**src/rtl/seq_addsub.sv**
```systemverilog
// ---------------------------------------------------------------------------
// seq_addsub
// Sequential two's-complement adder/subtractor. An operation is accepted in
// IDLE, then worked through CHUNK bits per clock in RUN, least-significant
// chunk first. After NCHUNK clocks the result and flags are presented in
// DONE until the consumer takes them.
//
// Parameters
//   WIDTH      operand/result width in bits (must be a multiple of CHUNK)
//   CHUNK      bits processed per clock; CHUNK == WIDTH gives 1-cycle latency
//
// Ports
//   clk        rising-edge clock
//   rst        asynchronous, active-high reset
//   in_valid   a, b and sub are valid
//   in_ready   block is idle and can accept an operation
//   a, b       operands (two's complement)
//   sub        0 = a + b, 1 = a - b
//   out_valid  result and flags are valid
//   out_ready  consumer takes the result
//   result     sum / difference
//   cout       carry out of the MSB (on subtract: 1 = no borrow)
//   ovf        signed overflow
//   zero       result equals zero
//
// Configuration
//   SEQ_ADDSUB_SAT_EN  when defined, an overflowing result saturates to the
//                      most positive / most negative value instead of
//                      wrapping; ovf still reports the overflow.
// ---------------------------------------------------------------------------
module seq_addsub #(
    parameter int WIDTH = 16,
    parameter int CHUNK = 4
) (
    input  logic             clk,
    input  logic             rst,
    input  logic             in_valid,
    output logic             in_ready,
    input  logic [WIDTH-1:0] a,
    input  logic [WIDTH-1:0] b,
    input  logic             sub,
    output logic             out_valid,
    input  logic             out_ready,
    output logic [WIDTH-1:0] result,
    output logic             cout,
    output logic             ovf,
    output logic             zero
);

    localparam int NCHUNK = WIDTH / CHUNK;
    localparam int CNT_W  = (NCHUNK > 1) ? $clog2(NCHUNK) : 1;
    localparam logic [CNT_W-1:0] LAST_CHUNK = CNT_W'(NCHUNK - 1);

    localparam logic [1:0] S_IDLE = 2'd0;
    localparam logic [1:0] S_RUN  = 2'd1;
    localparam logic [1:0] S_DONE = 2'd2;

`ifdef SEQ_ADDSUB_SAT_EN
    localparam logic [WIDTH-1:0] SAT_MAX = {1'b0, {(WIDTH-1){1'b1}}};
    localparam logic [WIDTH-1:0] SAT_MIN = {1'b1, {(WIDTH-1){1'b0}}};
`endif

    logic [1:0]       state;
    logic [CNT_W-1:0] cnt;
    logic             carry;

    // Operand shift registers: the chunk being worked on is always in the
    // low CHUNK bits, so no variable part-selects are needed. b is stored
    // already inverted for subtraction (a - b = a + ~b + 1).
    logic [WIDTH-1:0] a_sh;
    logic [WIDTH-1:0] b_sh;

    // Partial result assembled from the top down; each new chunk enters at
    // the MSB end, so after NCHUNK steps every chunk sits in its place.
    logic [WIDTH-1:0] acc;

    logic [WIDTH-1:0] result_q;
    logic             cout_q;
    logic             ovf_q;
    logic             zero_q;

    logic [CHUNK:0]         chunk_sum;
    logic [WIDTH+CHUNK-1:0] assembled;
    logic [WIDTH-1:0]       acc_next;
    logic                   last_ovf;
    logic [WIDTH-1:0]       final_res;

    assign in_ready  = (state == S_IDLE);
    assign out_valid = (state == S_DONE);
    assign result    = result_q;
    assign cout      = cout_q;
    assign ovf       = ovf_q;
    assign zero      = zero_q;

    // One chunk of the ripple: current low chunks of both operands plus the
    // carry left over from the previous chunk. On the final chunk the low
    // bits of a_sh/b_sh hold the original top chunk, so their bit CHUNK-1
    // is the operand sign bit. Overflow occurs when both addends share a
    // sign and the sum's sign differs, which equals carry-in XOR carry-out
    // of the MSB.
    always_comb begin
        chunk_sum = {1'b0, a_sh[CHUNK-1:0]}
                  + {1'b0, b_sh[CHUNK-1:0]}
                  + {{CHUNK{1'b0}}, carry};
        assembled = {chunk_sum[CHUNK-1:0], acc};
        acc_next  = assembled[WIDTH+CHUNK-1:CHUNK];
        last_ovf  = (a_sh[CHUNK-1] == b_sh[CHUNK-1]) &&
                    (chunk_sum[CHUNK-1] != a_sh[CHUNK-1]);
        final_res = acc_next;
`ifdef SEQ_ADDSUB_SAT_EN
        // Overflow direction follows the sign of a: positive a can only
        // overflow upwards, negative a only downwards.
        if (last_ovf) begin
            final_res = a_sh[CHUNK-1] ? SAT_MIN : SAT_MAX;
        end
`endif
    end

    // Control FSM and datapath registers. The visible result/flags are only
    // updated on the edge that finishes the last chunk, so they stay stable
    // for the whole of DONE and keep the previous values during RUN.
    always_ff @(posedge clk or posedge rst) begin
        if (rst) begin
            state    <= S_IDLE;
            cnt      <= '0;
            carry    <= 1'b0;
            a_sh     <= '0;
            b_sh     <= '0;
            acc      <= '0;
            result_q <= '0;
            cout_q   <= 1'b0;
            ovf_q    <= 1'b0;
            zero_q   <= 1'b0;
        end else begin
            case (state)
                S_IDLE: begin
                    if (in_valid) begin
                        a_sh  <= a;
                        b_sh  <= b ^ {WIDTH{sub}};
                        carry <= sub;
                        cnt   <= '0;
                        state <= S_RUN;
                    end
                end
                S_RUN: begin
                    a_sh  <= a_sh >> CHUNK;
                    b_sh  <= b_sh >> CHUNK;
                    acc   <= acc_next;
                    carry <= chunk_sum[CHUNK];
                    if (cnt == LAST_CHUNK) begin
                        cnt      <= '0;
                        result_q <= final_res;
                        cout_q   <= chunk_sum[CHUNK];
                        ovf_q    <= last_ovf;
                        zero_q   <= (final_res == '0);
                        state    <= S_DONE;
                    end else begin
                        cnt <= cnt + CNT_W'(1);
                    end
                end
                S_DONE: begin
                    if (out_ready) begin
                        state <= S_IDLE;
                    end
                end
                default: begin
                    state <= S_IDLE;
                end
            endcase
        end
    end

endmodule

```
**config.mk**
```make
export PLATFORM = sky130hd
export DESIGN_NAME = seq_addsub
export DESIGN_NICKNAME = d
export VERILOG_FILES = /design/src/rtl/seq_addsub.sv
export SDC_FILE = /design/constraint.sdc
export NUM_CORES = 1
export LEC_CHECK = 0
export ABC_AREA = 1
export CELL_PAD_IN_SITES_DETAIL_PLACEMENT = 1
export CELL_PAD_IN_SITES_GLOBAL_PLACEMENT = 1
export CORE_MARGIN = 10
export CORE_UTILIZATION = 40
export CTS_CLUSTER_SIZE = 24
export DETAILED_ROUTE_END_ITERATION = 8
export PLACE_DENSITY = 0.8
export SYNTH_ARGS = -nofsm -noshare
export SYNTH_HDL_FRONTEND = slang
export SYNTH_SLANG_ARGS = --single-unit
```
**constraint.sdc**
```tcl
create_clock -name clk -period 2.13 [get_ports clk]
set_input_delay 0.213 -clock clk [delete_from_list [all_inputs] [get_ports clk]]
set_output_delay 0.213 -clock clk [all_outputs]
set_load 0.005 [all_outputs]
```
-- Word-level counts from Yosys, hierarchy flattened
Cells that the tools add are included.
- flip-flop bits (word level): 72
- latch bits: 0
- RAM bits: 0
- memory bits (read-only): 0
- input bits: 37
- output and inout bits: 21
- logic and storage cells: 42
- memories: 0
- $add $sub $neg: 3
- multipliers: 0
- div/mod/pow operators: 0
- $lt $le $gt $ge: 0
- eq/ne operators: 8
- shifts and indexed selects: 0
- multiplexer cells: 13
- bitwise logic cells: 1
- reduce and logical (&&, ||, !) cells: 7
- operators with widths (cell ; number):
    16-bit case mux with 2 select lines ; 2
    16-bit two-way mux ; 2
    16-bit zero test ; 1
    16-bit XOR ; 1
    2-bit two-way mux ; 5
    2-bit case mux with 3 select lines ; 1
    4-bit by 4-bit adder with 5-bit output ; 1
    5-bit by 1-bit adder with 5-bit output ; 1
    2-bit equality test (second input constant) ; 2
    2-bit != test (second input constant) ; 2
    2-bit case mux with 2 select lines ; 1
    2-bit AND reduction ; 2
    3-bit AND reduction ; 1
    2-bit by 1-bit adder with 2-bit output (second input constant) ; 1
    2-bit by 1-bit equality test with 1-bit output (second input constant) ; 1
    2-bit zero test ; 1
    2-bit by 1-bit != test with 1-bit output (second input constant) ; 1
    1-bit case mux with 2 select lines ; 1
    2-bit nonzero test ; 1
    1-bit equality test ; 1
    1-bit logical AND ; 1
    1-bit two-way mux ; 1
    1-bit != test ; 1

-- Longest topological paths before layout
Gate-level depths: netlist (run 1).
- depth after elaboration: 4
- depth in mapped cells: 9
- depth with buffers taken out: 9

-- Worst setup path after synthesis (run 1)
OpenSTA, ideal clock, no wires.
- kind: reg2reg
- start: register carry
- end: register zero_q, in the netlist zero
- setup time: 0.065 ns
- arrival time: 1.706 ns
- data required time: 2.065 ns
- path slack: 0.359 ns
- cell stages (with the launch flop): 10
- buffers on the path: 0
- period minus slack after synthesis: 1.771 ns
- cell sequence: dfrtp_1 > fa_1 > fa_1 > nor2_1 > nand2_1 > nor2_1 > nand2_1 > nor2_1 > nand2_1 > nand2_1
- cells in the longest elaborated chain, start to end: 2
- RTL lines (element ; line ; source):
    from (decl) ; 65 ; logic carry;
    from (signal assigned) ; 140 ; carry <= sub;
    from (signal assigned) ; 149 ; carry <= chunk_sum[CHUNK];
    5-bit by 1-bit adder with 5-bit output ; 104 ; + {{CHUNK{1'b0}}, carry};
    named net chunk_sum[1] ; 82 ; logic [CHUNK:0] chunk_sum;
    16-bit zero test ; 155 ; zero_q <= (final_res == '0);
    to (signal assigned) ; 155 ;
    to (decl) ; 80 ; logic zero_q;
The timed path passes the listed nets, and every way through them passes these cells.
A chain may end at the register's enable or synchronous reset.

-- Worst setup path after layout (run 1)
Same ends and word-level chain as after synthesis.

==> metrics.md, run 1 <==
| Metric | Value |
|---|---|
| Top post-synthesis cells by count | `83 x nand2_1, 68 x dfrtp_1, 29 x inv_1, 17 x xnor2_1, 16 x o21ai_0` |
| Maximum VDD drop | `545 uV` |
| Final period util | `between 90% and 100%` |
| Port buffer count | `57` |
| DR vias | `around 2300` |
| Crit path kind | `flip-flop to flip-flop` |
| Switching pwr | `0.00199 W` |
| CORE AREA | `roughly 0.0076 mm2` |
| Post-Syn Area | `0.00312 mm2` |
| Flop pwr share | `roughly two fifths` |
| CTS tree | `done` |
| Adder-Cell Fraction of Synth Area | `2.89%` |
| Synth warn | `0` |
| Mux contribution to synthesized area | `0%` |
| F_max | `around 520 MHz` |
| Die H | `between 100 and 150 um` |
| P per Cell Area | `1340 mW/mm2` |
| Clock sinks | `~70` |
| Drt total wl | `around 6.9 mm` |
| Detail Route Antenna Nets | `0` |
| Xor-xnor portion of the synthesized cell area | `under 10%` |
| PostCTS Resize Cnt | `0` |
| Internal | `~0.0032 W` |
| Power share of the clock group | `18.0%` |
| Row cnt | `32` |
| Clk buf depth | `2` |
| Ys async rst share | `between 90% and 100%` |
| Vias in the first global route | `~2500` |
| Diode count | `0` |
| Post-Syn Instances | `around 320` |
| GPL Wtd Cong | `0.754` |
| Area leader, netlist | `dfrtp_1` |
| Detailed-route DRC error count | `0` |
| Unrepaired setup endpoints after global routing | `false` |
| Total negative slack | `0 ns` |
| Width of the die | `108 um` |
| Comb power frac | `between 40% and 50%` |
| H-tree depth | `3` |
| Initial DRC Count | `146` |
| First-pass GRT wire length | `between 10 and 15 mm` |
| Status | `finished, final reports clean` |
| Root Buffer | `clkbuf_8` |
| Largest net degree at the start of global routing | `slightly below 70` |
| Die ar. | `~0.012 mm2` |
| Cts bufs inserted | `9` |
| Sw Ratio | `approximately two fifths` |
| Clock Latency Late Sink | `about 0.34 ns` |
| Crit path time final | `between 1.5 and 2 ns` |
| Synth Register Bits | `68` |
| Slew Viols, Final | `0` |
| DR pass1 iterations | `4` |
| Hpwl dp | `approximately 5.1 mm` |
| Max cap viols | `0` |
| Layout cells sized above 1 | `10.4%` |
| Initial Utilization | `40.8%` |
| Routed WL per cell | `roughly 14 um` |
| Area contributors post-synth | `dfrtp_1 55%, nand2_1 10%, xnor2_1 4.8%` |
| Synth Area per Inst | `between 9 and 10 um2` |
| Fin Clk Skew | `0.0103 ns` |
| Post-CTS setup buffers | `0` |
| Most common cell in the synthesized netlist | `nand2_1` |
| Min-delay worst type | `primary input to async pin` |
| Nets | `a little over 400` |
| Initial antenna violation count | `0` |
| Most used DFF post-synth | `dfrtp_1` |
| Syn Nets | `between 300 and 400` |
| Main combinational cell family by area after synthesis | `compound AO/OA/AOI/OAI gates` |
| Slew margin rel. | `between 50% and 60%` |
| Clock slew at reported path FFs | `about 0.07 ns` |
| Number of I/O pins | `58` |
| Simple-gate share of the synthesized area | `between 10 and 15%` |
| Slew @ Worst Pin | `around 0.61 ns` |
| Post-synth EDFFs | `0` |
| WP data arrival | `approximately 2.2 ns` |
| Sequential fraction of the synthesis area | `54.6%` |
| Final number of setup-violating endpoints | `0` |
| Pleak | `1.74 nW` |
| CTS Hold Buffers Added | `0` |
| Final design utilization | `between 50% and 60%` |
| Tot GR Track Use | `roughly an eighth` |
| Crit end category | `flip-flop` |
| Synth Area in Compound Gates | `between 10% and 20%` |
| Vias per inst | `~5` |
| Fin. Hold Viols | `0` |
| Post-synth top area share | `between 50% and 60%` |
| GRT Residual Overflow | `0` |
| Critical Path RT | `2.41 ns` |
| Overall Power | `0.00520 W` |
| Distinct cells, synth | `28` |
| Startpoint Class | `flip-flop` |
| Synthesis-to-layout area growth | `24.8%` |
| Crit Path Max Fanout | `2` |
| Worst hold slack | `between 0.2 and 0.3 ns` |
[cell usage in the layout, fill, tap and decap left out, drive strengths merged, types with 4 or more instances in the layout]
| master | count |
|---|---|
| clkbuf | 13 |
| inv | 34 |
| clkdlybuf4s50 | 57 |
| nor2 | 12 |
| o221ai | 10 |
| nand3 | 4 |
| a22oi | 9 |
| dfrtp | 68 |
| ha | 4 |
| nand2 | 86 |
| o21ai | 42 |
| o211ai | 5 |
| xnor2 | 17 |
[cells by family after synthesis]
kind of cell,Yosys count
AO/OA/AOI/OAI,73
AND/OR/NAND/NOR,103
buffers and inverters,49
adder cells (fa/ha/maj),6
XOR/XNOR,17
flip-flops,68
[power groups by stage]
| stage | clock [W] | combinational [W] | sequential, W |
|---|---|---|---|
| finish | 0.000935 | 0.00214 | 0.00213 |
| global route | 0.00102 | 0.00245 | 0.00220 |
| CTS | 0.000963 | 0.00220 | 0.00214 |
| detailed placement | 0 | 0.00219 | 0.00216 |
| global placement | 0 | 0.00210 | 0.00213 |
| floorplan | 0 | 0.00153 | 0.00209 |
[final cells by class]
type,instances,area [um2]
clock buffer,13,159
clock inverter,2,10.0
fill,875,3750
inverter,34,128
multi-input combinational,199,1160
sequential,68,1700
tap,102,128
timing repair buffer,60,606
[sequential cells by signal, indices dropped and copies added (netlist names)]
signal and flops:
zero 1, ovf 1, a_sh 16, cnt 2, b_sh 16, result 16
acc 12, cout 1, state 2, carry 1
[final timing paths]
check	startpoint	to	slack [ns]	depth (start not counted)
worst max-delay path	carry	zero	0.20	9
worst min-delay path	rst	a_sh[13]	0.27	3
worst max register to register	carry	zero	0.20	9
worst min register to register	result[4]	result[4]	0.48	2
max in group asynchronous	rst	b_sh[5]	1.58	3
min in group clk	out_ready	state[1]	0.44	2
[per-layer routing]
| layer | part of all wire, % | routed length [um] | vias up | track usage [%] |
|---|---|---|---|---|
| met3 | 5.0 | 347 | 15 | 3.45 |
| li1 | - | - | 1141 | - |
| met1 | 43 | 2960 | 1115 | 14.8 |
| met4 | 2.5 | 172 | 0 | 6.69 |
| met2 | 50 | 3440 | 54 | 20.7 |
| met5 | 0 | 0 | - | 0 |
[critical path, stage by stage, from the launching register on]
cell,delay (ns)
dfrtp_1,0.41
fa_1,0.47
fa_1,0.47
nor2_1,0.12
nand2_1,0.06
nor2_1,0.10
nand2_1,0.06
nor2_1,0.09
nand2_1,0.06
nand2_1,0.05
[stage by stage]
step / instances / area [um2] / setup WS, ns
after global routing: 478 / 3890 / 0.0974
after CTS: 478 / 3890 / 0.200
after detailed placement: 463 / 3720 / 0.218
after global placement: 463 / 3720 / 0.291
after floorplan: 316 / 3120 / 0.205
final: 478 / 3890 / 0.199
Note: power is estimated with default switching activity, not from simulation.
==> run 2, diff against run 1 <==
CORE_MARGIN = 1   (was 10)
HOLD_SLACK_MARGIN = 0.15   (was not set)
PLACE_DENSITY = not set   (was 0.8)
PLACE_DENSITY_LB_ADDON = 0.1   (was not set)
==> run 2 against run 1 <==
Against the previous run:
- final area is 0.35% lower
- combinational power hardly changed
- sequential cell count stayed put
- largest power group is now sequential cells
==> metrics.md, run 2 (same netlist as run 1, synthesis figures left out) <==
| Metric | Value |
|---|---|
| Status | `finished, final reports clean (unchanged)` |
| Row cnt | `31 (was 32)` |
| Initial Utilization | `42.1% (was 40.8%)` |
| Fin Clk Skew | `0.00824 ns (was 0.0103 ns)` |
| Slew @ Worst Pin | `0.603 ns (was 0.614 ns)` |
| Nets | `415 (unchanged)` |
| Register area | `0.00170 mm2 (unchanged)` |
| GRT Residual Overflow | `0 (unchanged)` |
| P per Cell Area | `1320 mW/mm2 (was 1340 mW/mm2)` |
| Final non-filler cell total | `474 (was 478)` |
| Commonest non-fill, non-tap cell in the layout | `nand2_1 (unchanged)` |
| Drt total wl | `6.38 mm (was 6.92 mm)` |
| Unrepaired setup endpoints after global routing | `false (unchanged)` |
| Die ar. | `0.00815 mm2 (was 0.0117 mm2)` |
| Clk buf depth | `2 (unchanged)` |
| Final setup margin | `0.210 ns (was 0.199 ns)` |
| Fin. Hold Viols | `0 (unchanged)` |
| Crit Path Max Fanout | `2 (unchanged)` |
| Hpwl dp | `4.51 mm (was 5.12 mm)` |
| Critical Path RT | `2.40 ns (was 2.41 ns)` |
| Vias per inst | `4.90 (was 4.86)` |
| Vias in the first global route | `2437 (was 2530)` |
| GPL Wtd Cong | `0.732 (was 0.754)` |
| Crit path time final | `1.92 ns (was 1.93 ns)` |
| Startpoint Class | `flip-flop (unchanged)` |
| Min-delay worst type | `primary input to async pin (unchanged)` |
| Final period util | `90.2% (was 90.7%)` |
| Pre-CTS WS | `0.177 ns (was 0.218 ns)` |
| Area occupied by multi-input gates | `0.00116 mm2 (about the same)` |
| CP Launch Point | `carry (unchanged)` |
| F_max | `521 MHz (was 518 MHz)` |
| CORE AREA | `0.00741 mm2 (was 0.00765 mm2)` |
| Crit path kind | `flip-flop to flip-flop (unchanged)` |
| Clock sinks | `68 (unchanged)` |
| Max cap viols | `0 (unchanged)` |
| Layout cells sized above 1 | `10.7% (was 10.4%)` |
| CTS tree | `done (unchanged)` |
| Detail Route Antenna Nets | `0 (unchanged)` |
| Slew Viols, Final | `0 (unchanged)` |
| Die H | `90.3 um (was 108 um)` |
| Width of the die | `90.3 um (was 108 um)` |
| Maximum VDD drop | `430 uV (was 545 uV)` |
| Clock slew at reported path FFs | `0.07 ns (about the same)` |
| Root Buffer | `clkbuf_8 (unchanged)` |
| First-pass GRT wire length | `11.5 mm (was 11.8 mm)` |
| DR pass1 iterations | `4 (unchanged)` |
| Final number of setup-violating endpoints | `0 (unchanged)` |
| Diode count | `0 (unchanged)` |
| Post-Place Cells | `460 (was 463)` |
| H-tree depth | `3 (unchanged)` |
| FILL cells | `834 (was 875)` |
| Initial antenna violation count | `0 (unchanged)` |
| R2R Path Start | `carry (unchanged)` |
| Post-CTS setup buffers | `0 (unchanged)` |
| Crit end category | `flip-flop (unchanged)` |
| Commonest cells after routing, fill and taps aside | `83 x nand2_1, 68 x dfrtp_1, 57 x clkdlybuf4s50_1 (unchanged)` |
| Cts bufs inserted | `9 (unchanged)` |
| Port buffer count | `57 (unchanged)` |
| WP data arrival | `2.19 ns (was 2.21 ns)` |
| Initial DRC Count | `101 (was 146)` |
| Total negative slack | `0 ns (unchanged)` |
| Tot GR Track Use | `18.0% (was 12.6%)` |
| Pleak | `1.73 nW (was 1.74 nW)` |
| Largest net degree at the start of global routing | `69 (unchanged)` |
| Routed WL per cell | `13.5 um (was 14.5 um)` |
| DR vias | `2323 (was 2325)` |
| Detailed-route DRC error count | `0 (unchanged)` |
| Clock Latency Late Sink | `0.33 ns (was 0.34 ns)` |
| Slew margin rel. | `59.7% (was 59.0%)` |
| Synthesis-to-layout area growth | `24.3% (was 24.8%)` |
| Number of I/O pins | `58 (unchanged)` |
-- run 2: final cells by class --
cell class / count / area share (%)
timing repair buffer: 60 / 15.6
tap: 99 / 3.19
clock inverter: 3 / 0.387
multi-input combinational: 199 / 30.0
clock buffer: 11 / 3.65
sequential: 68 / 43.9
inverter: 34 / 3.29
-- run 2: final timing paths --
path / cells after the start / end / slack [ns]
max in group asynchronous: 3 / a_sh[9] / 1.55
worst max register to register: 9 / zero / 0.21
min in group clk: 3 / a_sh[14] / 0.44
worst min-delay path: 3 / result[9] / 0.26
worst min register to register: 2 / result[2] / 0.47
worst max-delay path: 9 / zero / 0.21
-- run 2: routing by layer --
| layer | wire [um] | GRT usage, % | up-vias |
|---|---|---|---|
| li1 | - | - | 1138 |
| met1 | 2890 | 22.6 | 1139 |
| met2 | 3300 | 30.0 | 44 |
| met3 | 173 | 5.81 | 2 |
| met4 | 18 | 4.44 | 0 |
| met5 | 0 | 0 | - |
-- run 2: repair_timing --
item / CTS / global route
hold buffers: 0 / 0
endpoints found under the setup margin: 0 / 1
resized for setup: 0 / 1
endpoints found under the hold margin: 0 / 0
-- run 2: worst max-delay path, cell delays in order, from the launching register on --
cell and delay, ns:
dfrtp_1 0.40, fa_2 0.41, fa_1 0.46, nor2_1 0.11
nand2_1 0.06, nor2_1 0.13, nand2_1 0.07, nor2_1 0.10
nand2_1 0.07, nand2_1 0.05
-- run 2: power by group --
part | switching, W | internal (W) | leakage (nW)
clock | 0.000444 | 0.000435 | 0.0848
combinational | 0.00120 | 0.000928 | 0.769
sequential | 0.000313 | 0.00181 | 0.878
-- run 2: metrics by stage --
stage          util, %  power [W]  cell area, um2  hold slack [ns]
6_report          52.4    0.00513            3880            0.259
5_1_grt           52.4    0.00561            3880            0.285
4_1_cts           52.3    0.00524            3880            0.284
3_5_place_dp      50.2    0.00433            3720            0.468
3_3_place_gp      50.2    0.00424            3720            0.462
2_1_floorplan        -    0.00362            3120            0.309
